**src/rtl/key_event_queue.sv**
```systemverilog
// Key-event FIFO between the key device and the CPU read mux: pushes typed event words, pops one per rd_en.
// Read data and rd_valid appear one clock after rd_en; a push into a full FIFO without a same-cycle pop is dropped and flagged in ovf.
module key_event_queue #(
  parameter int DEPTH  = 8,
  parameter int ADDR_W = 3
) (
  input  logic              clk,
  input  logic              rst,
  input  logic              ev_valid,
  input  logic [31:0]       ev_word,
  input  logic              rd_en,
  input  logic              irq_en,
  input  logic              clr_ovf,
  output logic [31:0]       rd_data,
  output logic              rd_valid,
  output logic [ADDR_W:0]   count,
  output logic              empty,
  output logic              full,
  output logic              ovf,
  output logic              irq
);

  localparam logic [ADDR_W:0]   CNT_FULL = (ADDR_W + 1)'(DEPTH);
  localparam logic [ADDR_W:0]   CNT_ONE  = (ADDR_W + 1)'(1);
  localparam logic [ADDR_W-1:0] PTR_ONE  = ADDR_W'(1);

  logic [31:0]       mem_q [DEPTH];
  logic [ADDR_W-1:0] wptr_q, wptr_d;
  logic [ADDR_W-1:0] rptr_q, rptr_d;
  logic [ADDR_W:0]   count_q, count_d;
  logic [31:0]       rd_data_q, rd_data_d;
  logic              rd_valid_q, rd_valid_d;
  logic              ovf_q, ovf_d;
  logic              irq_q, irq_d;

  logic empty_w, full_w, typed_ev, push, pop, drop;

  assign empty_w  = (count_q == '0);
  assign full_w   = (count_q == CNT_FULL);
  // Type byte 0 is the device's idle word and is never queued.
  assign typed_ev = ev_valid && (ev_word[31:24] != 8'h00);
  assign pop      = rd_en && !empty_w;
  assign push     = typed_ev && (!full_w || rd_en);
  assign drop     = typed_ev && full_w && !rd_en;

  always_comb begin
    wptr_d     = wptr_q;
    rptr_d     = rptr_q;
    count_d    = count_q;
    rd_data_d  = rd_data_q;
    rd_valid_d = rd_en;
    ovf_d      = ovf_q;

    if (push) begin
      wptr_d = wptr_q + PTR_ONE;
    end
    if (pop) begin
      rptr_d    = rptr_q + PTR_ONE;
      rd_data_d = mem_q[rptr_q];
    end else if (rd_en) begin
      // Empty read returns "no event" even if a push lands this same edge.
      rd_data_d = 32'h0;
    end

    count_d = count_q + (push ? CNT_ONE : '0) - (pop ? CNT_ONE : '0);

    if (drop) begin
      ovf_d = 1'b1;
    end else if (clr_ovf) begin
      ovf_d = 1'b0;
    end

    irq_d = irq_en && (count_d != '0);
  end

  // When full with a same-cycle pop, wptr==rptr: the read sees the old word, the new one replaces it at the tail.
  always_ff @(posedge clk) begin
    if (push) begin
      mem_q[wptr_q] <= ev_word;
    end
  end

  always_ff @(posedge clk or posedge rst) begin
    if (rst) begin
      wptr_q     <= '0;
      rptr_q     <= '0;
      count_q    <= '0;
      rd_data_q  <= 32'h0;
      rd_valid_q <= 1'b0;
      ovf_q      <= 1'b0;
      irq_q      <= 1'b0;
    end else begin
      wptr_q     <= wptr_d;
      rptr_q     <= rptr_d;
      count_q    <= count_d;
      rd_data_q  <= rd_data_d;
      rd_valid_q <= rd_valid_d;
      ovf_q      <= ovf_d;
      irq_q      <= irq_d;
    end
  end

  assign rd_data  = rd_data_q;
  assign rd_valid = rd_valid_q;
  assign count    = count_q;
  assign empty    = empty_w;
  assign full     = full_w;
  assign ovf      = ovf_q;
  assign irq      = irq_q;

endmodule

```
**config.mk**
```make
export PLATFORM = sky130hd
export DESIGN_NAME = key_event_queue
export DESIGN_NICKNAME = d
export VERILOG_FILES = /design/src/rtl/key_event_queue.sv
export SDC_FILE = /design/constraint.sdc
export NUM_CORES = 1
export LEC_CHECK = 0
export CAP_MARGIN = 20
export CELL_PAD_IN_SITES_DETAIL_PLACEMENT = 0
export CELL_PAD_IN_SITES_GLOBAL_PLACEMENT = 1
export CORE_UTILIZATION = 50
export CTS_CLUSTER_SIZE = 28
export DETAILED_ROUTE_END_ITERATION = 8
export PLACE_DENSITY_LB_ADDON = 0.1
export SLEW_MARGIN = 10
export SYNTH_ARGS = -nofsm -noshare
export SYNTH_HDL_FRONTEND = slang
export SYNTH_SLANG_ARGS = --single-unit
```
**constraint.sdc**
```tcl
create_clock -name clk -period 9.8 [get_ports clk]
set_input_delay 1.96 -clock clk [delete_from_list [all_inputs] [get_ports clk]]
set_output_delay 1.96 -clock clk [all_outputs]
set_load 0.1 [all_outputs]
```
# After elaboration in Yosys (flattened, before gate mapping)
# Memories as Yosys holds them, arrays and structs flattened.
# Cells that the tools add are included.
[totals]
regBits = 45
mem_bits_rw = 256
inputBits = 38
out_inout_bits = 41
elab_cells = 36
n_memories = 1
[mem_list]
columns = ["name", "depth", "width", "rd", "rd_clocked_by_memory_dff", "wr", "line", "text"]
rows = [
  ["mem_q", 8, 32, 1, 0, 1, "27", "logic [31:0] mem_q [DEPTH];"],
]
[op_classes]
add_sub_neg = 4
eq_ne = 1
muxes = 8
n_reduce_logical = 15
[ops]
columns = ["cell", "n"]
rows = [
  ["32-bit 2-to-1 mux", 2],
  ["8-bit nonzero test", 1],
  ["3-bit by 1-bit adder with 3-bit output (second input constant)", 2],
  ["1-bit logical AND", 6],
  ["1-bit 2-to-1 mux", 6],
  ["4-bit by 1-bit adder with 4-bit output", 1],
  ["4-bit equality test (second input constant)", 1],
  ["4-bit logical NOT", 1],
  ["2-bit nonzero test", 2],
  ["4-bit nonzero test", 1],
  ["4-bit by 1-bit subtractor with 4-bit output", 1],
  ["1-bit logical NOT", 3],
  ["1-bit logical OR", 1],
]

# Logic depth before layout (Yosys ltp)
[depth]
word_depth = 9
mapped_depth = 13
depth_no_buf = 12

# Worst setup path after synthesis
# No wires, ideal clock.
[synth_path]
path_type = "register to register"
startpoint = "reg count_q[2] (netlist: count[2])"
endpoint = "reg irq_q (netlist: irq)"
setup_time_ns = 0.129
arrival_ns = 5.330
t_required_ns = 9.671
slack_ns = 4.341
path_stages_with_launch = 14
path_cell_list = "dfrtp_1 > inv_1 > ha_1 > nor3b_1 > nor2b_1 > buf_2 > buf_1 > ha_1 > inv_1 > ha_1 > inv_1 > fa_1 > inv_1 > o41a_1"
[synth_via]
elab_cells_between_ends = 13
classes_between = "2 x add/sub; 1 x eq/ne; 2 x mux; 8 x reduce/logical"
[synth_rtl]
columns = ["element", "line", "text"]
rows = [
  ["start, declared", "30", "logic [ADDR_W:0] count_q, count_d;"],
  ["start signal, assigned", "95", "count_q <= count_d;"],
  ["4-bit logical NOT", "38", "assign empty_w = (count_q == '0);"],
  ["via empty", "17", "output logic empty,"],
  ["1-bit logical NOT", "42", "assign pop = rd_en && !empty_w;"],
  ["1-bit logical AND", "42", ""],
  ["1-bit 2-to-1 mux", "65", "count_d = count_q + (push ? CNT_ONE : '0) - (pop ? CNT_ONE : '0);"],
  ["4-bit by 1-bit subtractor with 4-bit output", "65", ""],
  ["via count_d[1]", "30", ""],
  ["4-bit nonzero test", "73", "irq_d = irq_en && (count_d != '0);"],
  ["1-bit logical AND", "73", ""],
  ["via irq_d", "34", "logic irq_q, irq_d;"],
  ["end signal, assigned", "99", "irq_q <= irq_d;"],
  ["end, declared", "34", ""],
]
# The timed path passes the listed nets, and every way through them passes these cells.
# A chain may end at the register's enable or synchronous reset.

# Worst setup path in the final report
[layout_path]
startpoint = "reg count_q[2] (netlist: count[2])"
endpoint = "out empty"
[layout_via]
elab_chain_len = 1
[layout_lines]
columns = ["element", "line"]
rows = [
  ["4-bit logical NOT", "38"],
  ["end, declared", "17"],
]
# Every way passes these cells.

==> results.json <==
{
  "path_class": "register to output pin",
  "antenna_left": 0,
  "io_buffers": 78,
  "vias_per_cell": 5.55,
  "die_h_um": 155,
  "synth_top_area_share_pct": 65.8,
  "drt_first_pass_iters": 5,
  "clock_sinks": 301,
  "period_share_pct": 49.3,
  "cp.required_ns": 7.84,
  "layout.cells.non_filler": 1069,
  "numCtsBuffers": 31,
  "gp_congestion": 0.717,
  "path_clk_slew_ns": 0.06,
  "finalNetCount": 779,
  "layout_setup_ws_ns": 4.97,
  "antenna_cells": 0,
  "arrival_ns": 2.87,
  "max-slew-margin-rel_pct": 29.4,
  "leakage_nw": 4.93,
  "routedWlPerCell_um": 21.9,
  "clock_latency_ns": 0.56,
  "max_stage_delay_ns": 1.23,
  "vias": 5933,
  "syn_inst": 636,
  "synth_edf_count": 256,
  "grt_max_degree": 59,
  "cts_setup_buffers": 0,
  "grt_pass1_vias": 6288,
  "drcViolationCount": 0,
  "io_pins": 79,
  "syn_to_final_growth_pct": 18.9,
  "path_max_fanout": 3,
  "clockRootBuffer": "clkbuf_16",
  "clockBufferDepth": 3,
  "start_util_pct": 51.3,
  "synthesis.nets": 683,
  "drive_gt1_share_pct": 13.0,
  "fillers": 1634,
  "ys_types": 37,
  "cp-start-kind": "register",
  "cts_resized": 0,
  "status": "complete, no violations",
  "powerDensity_mw_per_mm2": 334,
  "totalWireLength_mm": 23.4,
  "tns_ns": 0,
  "slowest_stage": "clkdlybuf4s50_1",
  "crit_chain": "inv_1, ha_1, nor3b_1, clkdlybuf4s50_1",
  "coreArea_mm2": 0.0228,
  "worst_slew_pin_slew_ns": 1.06,
  "finalPower_mw": 4.64,
  "grt_pass1_wl_mm": 36.7,
  "dp_hpwl_mm": 13.4,
  "htreeDepth": 1,
  "cts_tree": "yes",
  "fin_crit_ns": 4.83,
  "met3_usage_pct": 2.67,
  "critPathTopFamily": "buffers and inverters",
  "dpl_cell_area_mm2": 0.0129,
  "synth.most_common_cell": "edfxtp_1",
  "synth.cell_area_mm2": 0.0117,
  "first_iter_violations": 448,
  "netlist_top_cells_count": "edfxtp_1, mux2i_1, dfrtp_1",
  "ctsHoldBuffers": 0,
  "pre_cts_ws_ns": 4.56,
  "overflow": 0,
  "setup_violations": 0,
  "grtUsageMet1_pct": 27.9,
  "placedCellCount": 1012,
  "async_flop_share_pct": 15.0,
  "rsz0062_at_grt": "false",
  "drv_slew": 0,
  "endpoint_kind": "output pin",
  "multi_input_area_mm2": 0.00256,
  "vdd_drop_max_mv": 0.187,
  "seq_area_frac_synth_pct": 75.4,
  "hold_viol_final": 0,
  "antenna_found_initial": 0,
  "grtUsageTotal_pct": 20.3,
  "top_usage_layer": "met2",
  "final_area_mm2": 0.0139,
  "synth.area.top_cells": "edfxtp_1, dfrtp_1, mux2i_1",
  "grt_use_met2_pct": 34.6,
  "synth_warnings": 0,
  "syn_area_per_cell_um2": 18.4,
  "yosys.area.top_type": "edfxtp_1",
  "path_buf_inv": 2,
  "die_area_mm2": 0.0240,
  "fin_skew_ns": 0.0141,
  "rows": 55,
  "hp-class": "register to register",
  "ys_ff_latch": 301,
  "seqCellArea_mm2": 0.00882,
  "max_cap_viol_count": 0,
  "die_w_um": 155,
  "fmax_ghz": 0.207,
  "synthFlopType": "edfxtp_1"
}
-- routing by layer --
layer  wire length, um  up-vias
li1                  -     2675
met1             10100     3070
met2             11700      160
met3              1260       28
met4               325        0
met5                 0        -
-- cells by family (layout without fill, tap and decap cells) --
logic type	Yosys count	after routing	share of synthesized area (%)
AOI/OAI and AO/OA	81	81	4.50
adders and majority gates	9	9	1.03
xor gates and xnor gates	6	6	0.450
muxes	98	98	12.2
and+or+nand+nor	69	69	3.21
buffers and inverters	72	192	3.19
DFF	301	301	75.4
-- worst paths after layout --
check / endpoint / slack, ns / from / depth (start not counted)
max: empty / 4.97 / count[2] / 4
min: wptr_q[2] / 0.51 / wptr_q[2] / 1
max reg2reg: irq / 6.62 / count[2] / 12
min reg2reg: wptr_q[2] / 0.51 / wptr_q[2] / 1
max in group asynchronous: rptr_q[0] / 7.29 / rst / 2
min in group asynchronous: rd_data[28] / 1.90 / rst / 2
-- layout by cell type (no fill, tap or decap), drive strengths merged, types with 8 or more instances in the layout --
| cell | Yosys | layout |
|---|---|---|
| nand2b | 20 | 20 |
| inv | 41 | 41 |
| mux2i | 64 | 64 |
| o21ai | 33 | 33 |
| nand3 | 22 | 22 |
| clkdlybuf4s50 | 0 | 78 |
| mux4 | 32 | 32 |
| dfrtp | 45 | 45 |
| clkinv | 0 | 9 |
| a22oi | 31 | 31 |
| ha | 8 | 8 |
| clkbuf | 7 | 47 |
| o211ai | 12 | 12 |
| edfxtp | 256 | 256 |
| buf | 24 | 16 |
-- where the power goes --
part / internal, mW / total, mW / switching [mW] / leakage, nW
Sequential: 1.65 / 1.80 / 0.150 / 2.86
Clock: 0.668 / 1.13 / 0.465 / 0.497
Combinational: 0.551 / 1.71 / 1.16 / 1.57
Total: 2.87 / 4.64 / 1.77 / 4.93
-- layout make-up --
class | count | share of cell area [%]
Inverter | 41 | 1.12
Sequential cell | 301 | 63.5
Clock inverter | 10 | 0.621
Tap cell | 313 | 2.82
Timing Repair Buffer | 94 | 6.95
Multi-Input combinational cell | 263 | 18.4
Clock buffer | 47 | 6.59
-- flip-flops by register name (all words and copies together) (netlist names) --
name / cells
count: 4
irq: 1
mem_q: 256
ovf: 1
rd_data: 32
rd_valid: 1
rptr_q: 3
wptr_q: 3
-- metrics by stage --
step / hold WS, ns / utilization [%]
after floorplan: 0.458 / -
after global placement: 0.485 / 56.2
after detailed placement: 0.492 / 56.6
after CTS: 0.506 / 61.0
after global routing: 0.522 / 61.0
final: 0.509 / 61.0
No activity file was read; power rests on OpenSTA's default activity.
